File: src/rtl/pwm_generator.sv
// Fixed-period PWM generator with a shadowed duty-cycle register.
// A new duty value is loaded into the shadow register through a valid/ready
// handshake. It becomes active only at a period boundary, so a period is
// never cut short or stretched. Dropping enable lets the current period run
// to completion (DRAIN) before the block goes idle.
module pwm_generator #(
  parameter int PERIOD       = 1000,
  parameter int CNT_W        = 10,
  parameter int DUTY_W       = 11,
  parameter int DEFAULT_DUTY = 0
) (
  input  logic              clk_1MHz,
  input  logic              rst_n,
  input  logic              enable,
  input  logic [DUTY_W-1:0] duty_in,
  input  logic              duty_valid,
  output logic              duty_ready,
  output logic              pwm_out,
  output logic              period_done,
  output logic              busy,
  output logic [1:0]        fsm_state
);

  // Handshake: a transfer happens on a rising clock edge where
  // duty_valid & duty_ready are both 1. duty_ready depends only on internal
  // state, never on duty_valid. The master holds duty_in/duty_valid until
  // the transfer happens; while duty_ready is 0, duty_in is ignored.

  typedef enum logic [1:0] {
    IDLE  = 2'd0,
    RUN   = 2'd1,
    DRAIN = 2'd2
  } state_t;

  localparam logic [CNT_W-1:0]  CNT_LAST  = CNT_W'(PERIOD - 1);
  localparam logic [DUTY_W-1:0] PERIOD_D  = DUTY_W'(PERIOD);
  localparam logic [DUTY_W-1:0] DUTY_RST  = DUTY_W'(DEFAULT_DUTY);

  state_t            state;
  state_t            state_nxt;
  logic [CNT_W-1:0]  cnt;
  logic [CNT_W-1:0]  cnt_nxt;
  logic              pending;
  logic [DUTY_W-1:0] shadow;
  logic [DUTY_W-1:0] duty_active;
  logic [DUTY_W-1:0] duty_active_nxt;
  logic [DUTY_W-1:0] duty_eff_nxt;
  logic              pwm_nxt;
  logic              period_done_nxt;
  logic              at_end;
  logic              xfer;

  // Last cycle of a period while the waveform is active.
  assign at_end     = (state != IDLE) && (cnt == CNT_LAST);
  assign duty_ready = ~pending;
  assign xfer       = duty_valid & duty_ready;
  assign busy       = (state != IDLE);
  assign fsm_state  = state;

  // State register.
  always_ff @(posedge clk_1MHz or negedge rst_n) begin
    if (!rst_n) begin
      state <= IDLE;
    end else begin
      state <= state_nxt;
    end
  end

  // Next-state logic: enable always wins; without it, finish the period first.
  always_comb begin
    state_nxt = state;
    case (state)
      IDLE: begin
        if (enable) state_nxt = RUN;
      end
      RUN, DRAIN: begin
        if (enable)      state_nxt = RUN;
        else if (at_end) state_nxt = IDLE;
        else             state_nxt = DRAIN;
      end
      default: state_nxt = IDLE;
    endcase
  end

  // Counter and duty values for the next cycle; registered outputs are built
  // from these so pwm_out lines up with the period index it describes.
  always_comb begin
    cnt_nxt         = cnt + 1'b1;
    duty_active_nxt = duty_active;
    if ((state == IDLE) || at_end) begin
      cnt_nxt = '0;
    end
    if ((state == IDLE) && xfer) begin
      duty_active_nxt = duty_in;
    end else if (at_end && pending) begin
      duty_active_nxt = shadow;
    end
  end

  // Output logic: high while k < min(duty, PERIOD); period_done on k = 0.
  always_comb begin
    duty_eff_nxt    = (duty_active_nxt > PERIOD_D) ? PERIOD_D : duty_active_nxt;
    pwm_nxt         = (state_nxt != IDLE) && (DUTY_W'(cnt_nxt) < duty_eff_nxt);
    period_done_nxt = (state_nxt != IDLE) && ((state == IDLE) || at_end);
  end

  // Counter, shadow register and active duty.
  always_ff @(posedge clk_1MHz or negedge rst_n) begin
    if (!rst_n) begin
      cnt         <= '0;
      pending     <= 1'b0;
      shadow      <= '0;
      duty_active <= DUTY_RST;
    end else begin
      cnt         <= cnt_nxt;
      duty_active <= duty_active_nxt;
      if (at_end && pending) begin
        pending <= 1'b0;
      end
      // A write in the boundary cycle is only possible with pending = 0, so
      // it lands in the shadow and waits for the following boundary.
      if ((state != IDLE) && xfer) begin
        shadow  <= duty_in;
        pending <= 1'b1;
      end
    end
  end

  // Registered waveform outputs.
  always_ff @(posedge clk_1MHz or negedge rst_n) begin
    if (!rst_n) begin
      pwm_out     <= 1'b0;
      period_done <= 1'b0;
    end else begin
      pwm_out     <= pwm_nxt;
      period_done <= period_done_nxt;
    end
  end

endmodule

File: config.mk
export PLATFORM = sky130hd
export DESIGN_NAME = pwm_generator
export DESIGN_NICKNAME = d
export VERILOG_FILES = /design/src/rtl/pwm_generator.sv
export SDC_FILE = /design/constraint.sdc
export NUM_CORES = 1
export LEC_CHECK = 0
export CAP_MARGIN = 20
export CORE_MARGIN = 2
export CORE_UTILIZATION = 35
export CTS_BUF_LIST = sky130_fd_sc_hd__clkbuf_2 sky130_fd_sc_hd__clkbuf_4 sky130_fd_sc_hd__clkbuf_8
export CTS_CLUSTER_SIZE = 20
export DETAILED_ROUTE_END_ITERATION = 8
export HOLD_SLACK_MARGIN = 0.12
export SLEW_MARGIN = 20
export SYNTH_ARGS = -nofsm -noshare
export SYNTH_HDL_FRONTEND = slang
export SYNTH_SLANG_ARGS = --single-unit
File: constraint.sdc
create_clock -name clk_1MHz -period 5.7 [get_ports clk_1MHz]
set_input_delay 1.14 -clock clk_1MHz [delete_from_list [all_inputs] [get_ports clk_1MHz]]
set_output_delay 1.14 -clock clk_1MHz [all_outputs]
set_load 0.01 [all_outputs]
==> flow_summary.toml, run 1 <==
[status]
status = "finished, final reports clean"

[worst_setup_path]
rrSetupSlack_ps = 1940
crit_path_max_fanout = 18
worstPathArrival_ps = 4270
worstSetupPathType = "input pin to register"
crit_path_max_incr_delay_ps = 590
r2r_cells = 13
crit_path_start_kind = "input pin"
path_cells = "clkdlybuf4s50_1 -> and3_1 -> a22o_1 -> a21o_1 -> nor2_1 -> ha_1 -> a2111oi_0 -> o21ai_0 -> a31o_2 -> nor3_1 -> a41o_1"
r2r_end = "pwm_out"
crit_path_end_kind = "register"
worstReg2RegStart = "fsm_state[0]"
slowest_stage = "and3_1"
cp_data_required_time_ps = 5920

[timing]
fmax_mhz = 247
finalSetupViolCount = 0
worst_pin_slew_ps = 846
slew_violations = 0
fin_skew_ps = 2.50
fin_setup_tns_ps = 0
period_share = 0.711
slew_headroom = 0.435
rsz0062_at_grt = "false"
fin_crit_ps = 4050
hold_viol = 0

[route]
firstDrtPassIters = 4
drtAntennaViolNets = 0
drc = 0
drt_iter0_drc = 132
vias = 1478
routed_wl_mm = 3.97
vias_per_cell = 5.11
avgRoutedWirePerCell_um = 13.7

[layout]
syn_to_final_growth_pct = 18.3
diodes = 0
num-nets-final = 243
drive_above_1_share = 0.111
fillCellCount = 539
instances_no_fill = 289
finalInstanceArea_mm2 = 0.00234

[synthesis]
synth_top_cell_area_share = 0.468
synthCells = 196
synth_area_leaders = "dfrtp_1 47%, ha_1 7.6%, mux2_2 5.1%"
yosysTopAreaCell = "dfrtp_1"
syn_avg_cell_area_um2 = 10.1
yosys_register_bits = 37
synth.distinct_cells = 43
synth_area_mm2 = 0.00198
syn_nets = 223
yosysSeqAreaShare = 0.468
yosys_warnings = 0

[global_route]
grt_max_degree = 38
grt_overflow = 0
track_usage = 0.145
antenna_found_initial = 0
grt_pass1_vias = 1447
grt_first_pass_wirelength_mm = 6.97

[place]
finalWeightedCongestion = 0.825
numPortBuffers = 20
placed_cell_area_mm2 = 0.00222
dp_cells = 281
hpwlAfterDp_mm = 2.92

[job]
cap_violations = 0

[power_and_ir_drop]
power_mw = 1.02
switching_share = 0.330
p_clk_frac = 0.231
leakage_nw = 1.04
combPwrFrac = 0.370
seqPwrFrac = 0.399
p_sw_mw = 0.338
p_int_mw = 0.686
ir_drop_uv = 163
power_density_mw_per_mm2 = 437

[clock_network]
path_clk_slew_ps = 70
clockBufferDepth = 2
cts_buffers = 5
htree_levels = 2
clk_latency_ps = 280
cts.sinks = 37
ctsHoldBuffers = 0
post-cts-setup-buffers = 0
cts_resized = 0
cts_tree = "yes"
root_buffer = "clkbuf_8"

[hold_path]
hold_start = "duty_active[1]"
holdPathEnd = "duty_active[1]"
hold_depth = 2
hp-class = "register to register"

[floorplan]
die_h_um = 79.2
row_count = 27
core_mm2 = 0.00547
initial_utilization = 0.362
die_w_um = 79.2
io_pins = 21
die-area_mm2 = 0.00627
-- worst max-delay path: cells and delay by family --
kind | cells | cell delay [ps]
compound gates | 6 | 1480
simple gates | 3 | 870
fa+ha+maj | 1 | 300
buf+inv | 1 | 510
-- cells by family after synthesis --
group                    Yosys count  synth area share
AND/OR/NAND/NOR                   79             0.197
flip-flops                        37             0.468
AO/OA/AOI/OAI                     31             0.111
buffers and inverters             15            0.0367
multiplexers                      14            0.0765
adder cells (fa/ha/maj)           12            0.0759
XOR/XNOR                           8            0.0354
-- routing by layer --
| layer | part of all wire | wire, um | global-route usage | vias to the layer above |
|---|---|---|---|---|
| met3 | 0.027 | 106 | 0.0364 | 5 |
| met1 | 0.50 | 1980 | 0.192 | 710 |
| li1 | - | - | - | 738 |
| met2 | 0.46 | 1820 | 0.224 | 25 |
| met4 | 0.017 | 67 | 0.0621 | 0 |
| met5 | 0 | 0 | 0 | - |
-- worst max-delay path by stage --
stage	from	to	slack, ps	cells past startpoint
3_3_place_gp	duty_valid	pwm_out	1470	11
6_report	duty_valid	pwm_out	1650	11
4_1_cts	duty_valid	pwm_out	1700	11
3_5_place_dp	duty_valid	pwm_out	1430	11
5_1_grt	duty_valid	pwm_out	1350	11
2_1_floorplan	duty_valid	pwm_out	2270	11
-- per-stage QoR --
stage               hold WS [ps]   util  setup slack, ps
finish                       483  0.428             1650
global route                 517  0.428             1350
CTS                          485  0.428             1700
detailed placement           468  0.406             1430
global placement             473  0.406             1470
floorplan                    441      -             2270
-- cells in the mapped netlist, drive strengths merged --
cell and number:
a2111oi 3, a211o 1, a211oi 2, a21o 1, a21oi 4, a22o 1, a22oi 2, a31o 1
a41o 1, and2 1, and3 6, and4b 1, and4bb 1, buf 4, clkbuf 3, dfrtp 37
ha 12, inv 8, mux2 9, mux2i 5, nand2 19, nand2b 1, nand3 11, nand3b 3
nand4 2, nand4b 1, nor2 25, nor2b 1, nor3 5, o211ai 1, o21ai 11, o2bb2ai 2
o31a 1, or2 1, or3b 1, xnor2 5, xor2 3
-- power groups by stage --
stage	registers, mW	clock network [mW]	logic [mW]
floorplan	0.408	0	0.273
global placement	0.413	0	0.377
detailed placement	0.413	0	0.383
CTS	0.408	0.244	0.384
global route	0.421	0.258	0.435
finish	0.409	0.236	0.379
-- state kept, by name, indices dropped and copies added, names as in the netlist --
signal,flops
pending,1
shadow,11
cnt,10
duty_active,11
fsm_state,2
pwm_out,1
period_done,1
-- layout make-up --
cell class              instances  area, um^2  share of cell area
repair buffers                 20         195              0.0833
clock inverters                 1        30.0              0.0128
clock buffers                   7        90.1              0.0385
inverters                       8        30.0              0.0128
multi-input cells             144         981               0.419
flip-flops and latches         37         926               0.395
well taps                      72        90.1              0.0385
-- layout by cell type (no fill, tap or decap), types with 2 or more instances in the layout --
| master | n |
|---|---|
| dfrtp_1 | 37 |
| nor2_1 | 24 |
| nand2_1 | 19 |
| clkdlybuf4s50_1 | 19 |
| ha_1 | 12 |
| nand3_1 | 10 |
| o21ai_0 | 10 |
| mux2_2 | 9 |
| inv_1 | 8 |
| and3_1 | 6 |
| clkbuf_8 | 6 |
| mux2i_1 | 5 |
| nor3_1 | 5 |
| xnor2_1 | 5 |
| a21oi_1 | 4 |
| xor2_1 | 3 |
| nand3b_1 | 3 |
| a22oi_1 | 2 |
| o2bb2ai_1 | 2 |
| a211oi_1 | 2 |
| nand4_1 | 2 |
| a2111oi_0 | 2 |
Note: power is estimated with default switching activity, not from simulation.
==> inputs of run 2 (changes only) <==
Clock period 5.7 ns to 4.1 ns, I/O delays scaled along.
==> flow_summary.toml, run 2 (synthesized netlist as in run 1, its figures left out) <==
[timing]
hold_viol = 0
worst_slack_ps = 475
fmax_mhz = 276
finalSetupViolCount = 0
worst_pin_slew_ps = 811
fin_setup_tns_ps = 0
fin_crit_ps = 3620
period_share = 0.884
rsz0062_at_grt = "false"
slew_headroom = 0.459
fin_skew_ps = 8.27
slew_violations = 0

[global_route]
antenna_found_initial = 0
grt_max_degree = 38
grt_pass1_vias = 1448
grt_first_pass_wirelength_mm = 7.04
track_usage = 0.146
grt_overflow = 0

[clock_network]
post-cts-setup-buffers = 0
ctsHoldBuffers = 0
root_buffer = "clkbuf_8"
htree_levels = 2
clockBufferDepth = 2
cts_buffers = 5
cts.sinks = 37
cts_resized = 0
path_clk_slew_ps = 80
cts_tree = "yes"
clk_latency_ps = 290

[floorplan]
core_mm2 = 0.00547
io_pins = 21
die-area_mm2 = 0.00627
die_h_um = 79.2
die_w_um = 79.2
row_count = 27
initial_utilization = 0.362

[route]
firstDrtPassIters = 4
vias = 1448
drt_iter0_drc = 124
vias_per_cell = 4.98
top_layer = "met4"
dr_wl_met2_mm = 1.74
m1WireLength_mm = 1.91
drc = 0
drtAntennaViolNets = 0
routed_wl_mm = 3.89
avgRoutedWirePerCell_um = 13.4
routed-wl-met3_um = 172

[layout]
mostFrequentLayoutCells = "37 x dfrtp_1, 24 x nor2_1, 19 x nand2_1, 19 x clkdlybuf4s50_1, 12 x ha_1"
largestRegisters = "duty_active (11), shadow (11), cnt (10)"
diodes = 0
num-nets-final = 245
drive_above_1_share = 0.119
syn_to_final_growth_pct = 19.8
layout_commonest_cell = "dfrtp_1"

[hold_path]
holdPathEnd = "duty_active[1]"
hold_depth = 2
hp-class = "register to register"
hold_start = "duty_active[1]"

[worst_setup_path]
worstReg2RegStart = "fsm_state[0]"
crit_path_end_kind = "register"
cp_data_required_time_ps = 4330
rrSetupSlack_ps = 480
r2r_cells = 14
path_cells = "clkdlybuf4s50_1 -> and3_1 -> a22o_1 -> a21o_1 -> nor2_1 -> ha_1 -> a2111oi_0 -> o21ai_0 -> a31o_2 -> nor3_1 -> a41o_1"
crit_path_max_fanout = 11
crit_path_max_incr_delay_ps = 570
worstSetupPathType = "input pin to register"
crit_path_start_kind = "input pin"
r2r_end = "pwm_out"
slowest_stage = "a2111oi_0"
worstPathArrival_ps = 3860

[place]
numPortBuffers = 20
preCtsSetupSlack_ps = 289
finalWeightedCongestion = 0.853
hpwlAfterDp_mm = 2.95

[power_and_ir_drop]
leakage_nw = 1.06
switching_share = 0.323
power_density_mw_per_mm2 = 617
combPwrFrac = 0.361
p_clk_frac = 0.252
ir_drop_uv = 196
seqPwrFrac = 0.388
p_int_mw = 0.990
p_sw_mw = 0.474

[job]
cap_violations = 0

[status]
status = "finished, final reports clean"
## run 2: cell types whose count changed in the layout (fill, tap and decap cells not counted), sizes merged
cell    before  now
buf          1    3
bufinv       1    2
clkbuf       7    5
clkinv       0    1
## run 2: cell type report
| cell class | instances | area [um^2] |
|---|---|---|
| clock inverter | 3 | 65.1 |
| fill | 540 | 3100 |
| multi-input combinational | 144 | 981 |
| inverter | 8 | 30.0 |
| tap | 72 | 90.1 |
| timing repair buffer | 22 | 210 |
| clock buffer | 5 | 68.8 |
| sequential | 37 | 926 |
## run 2: worst max-delay path: cells and delay by family
| family | cells | cell delay [ps] |
|---|---|---|
| compound gates | 6 | 1610 |
| simple gates | 3 | 610 |
| buf+inv | 1 | 510 |
| fa+ha+maj | 1 | 300 |
## run 2: worst max path at each step
stage,from,end,depth (start not counted)
after floorplan,duty_valid,pwm_out,11
after global placement,duty_valid,pwm_out,11
after detailed placement,duty_valid,pwm_out,11
after CTS,fsm_state[0],pwm_out,14
after global routing,fsm_state[0],pwm_out,14
final,duty_valid,pwm_out,11
## run 2: metrics by stage
| stage | total power [mW] | utilization | area, um^2 | cells | hold slack [ps] |
|---|---|---|---|---|---|
| after floorplan | 0.946 | - | 1980 | 196 | 441 |
| after global placement | 1.10 | 0.409 | 2240 | 283 | 461 |
| after detailed placement | 1.11 | 0.409 | 2240 | 283 | 477 |
| after CTS | 1.48 | 0.433 | 2370 | 291 | 495 |
| after global routing | 1.60 | 0.433 | 2370 | 291 | 515 |
| final | 1.46 | 0.433 | 2370 | 291 | 489 |
## run 2: power groups by stage
stage,combinational [mW],clock (mW),sequential [mW]
2_1_floorplan,0.379,0,0.567
3_3_place_gp,0.526,0,0.576
3_5_place_dp,0.531,0,0.574
4_1_cts,0.534,0.380,0.569
5_1_grt,0.610,0.399,0.587
6_report,0.528,0.368,0.568
## run 2: layer usage
layer,up-vias,global-route usage
met4,0,0.0569
met3,6,0.0352
met5,-,0
met2,33,0.228
li1,736,-
met1,673,0.194
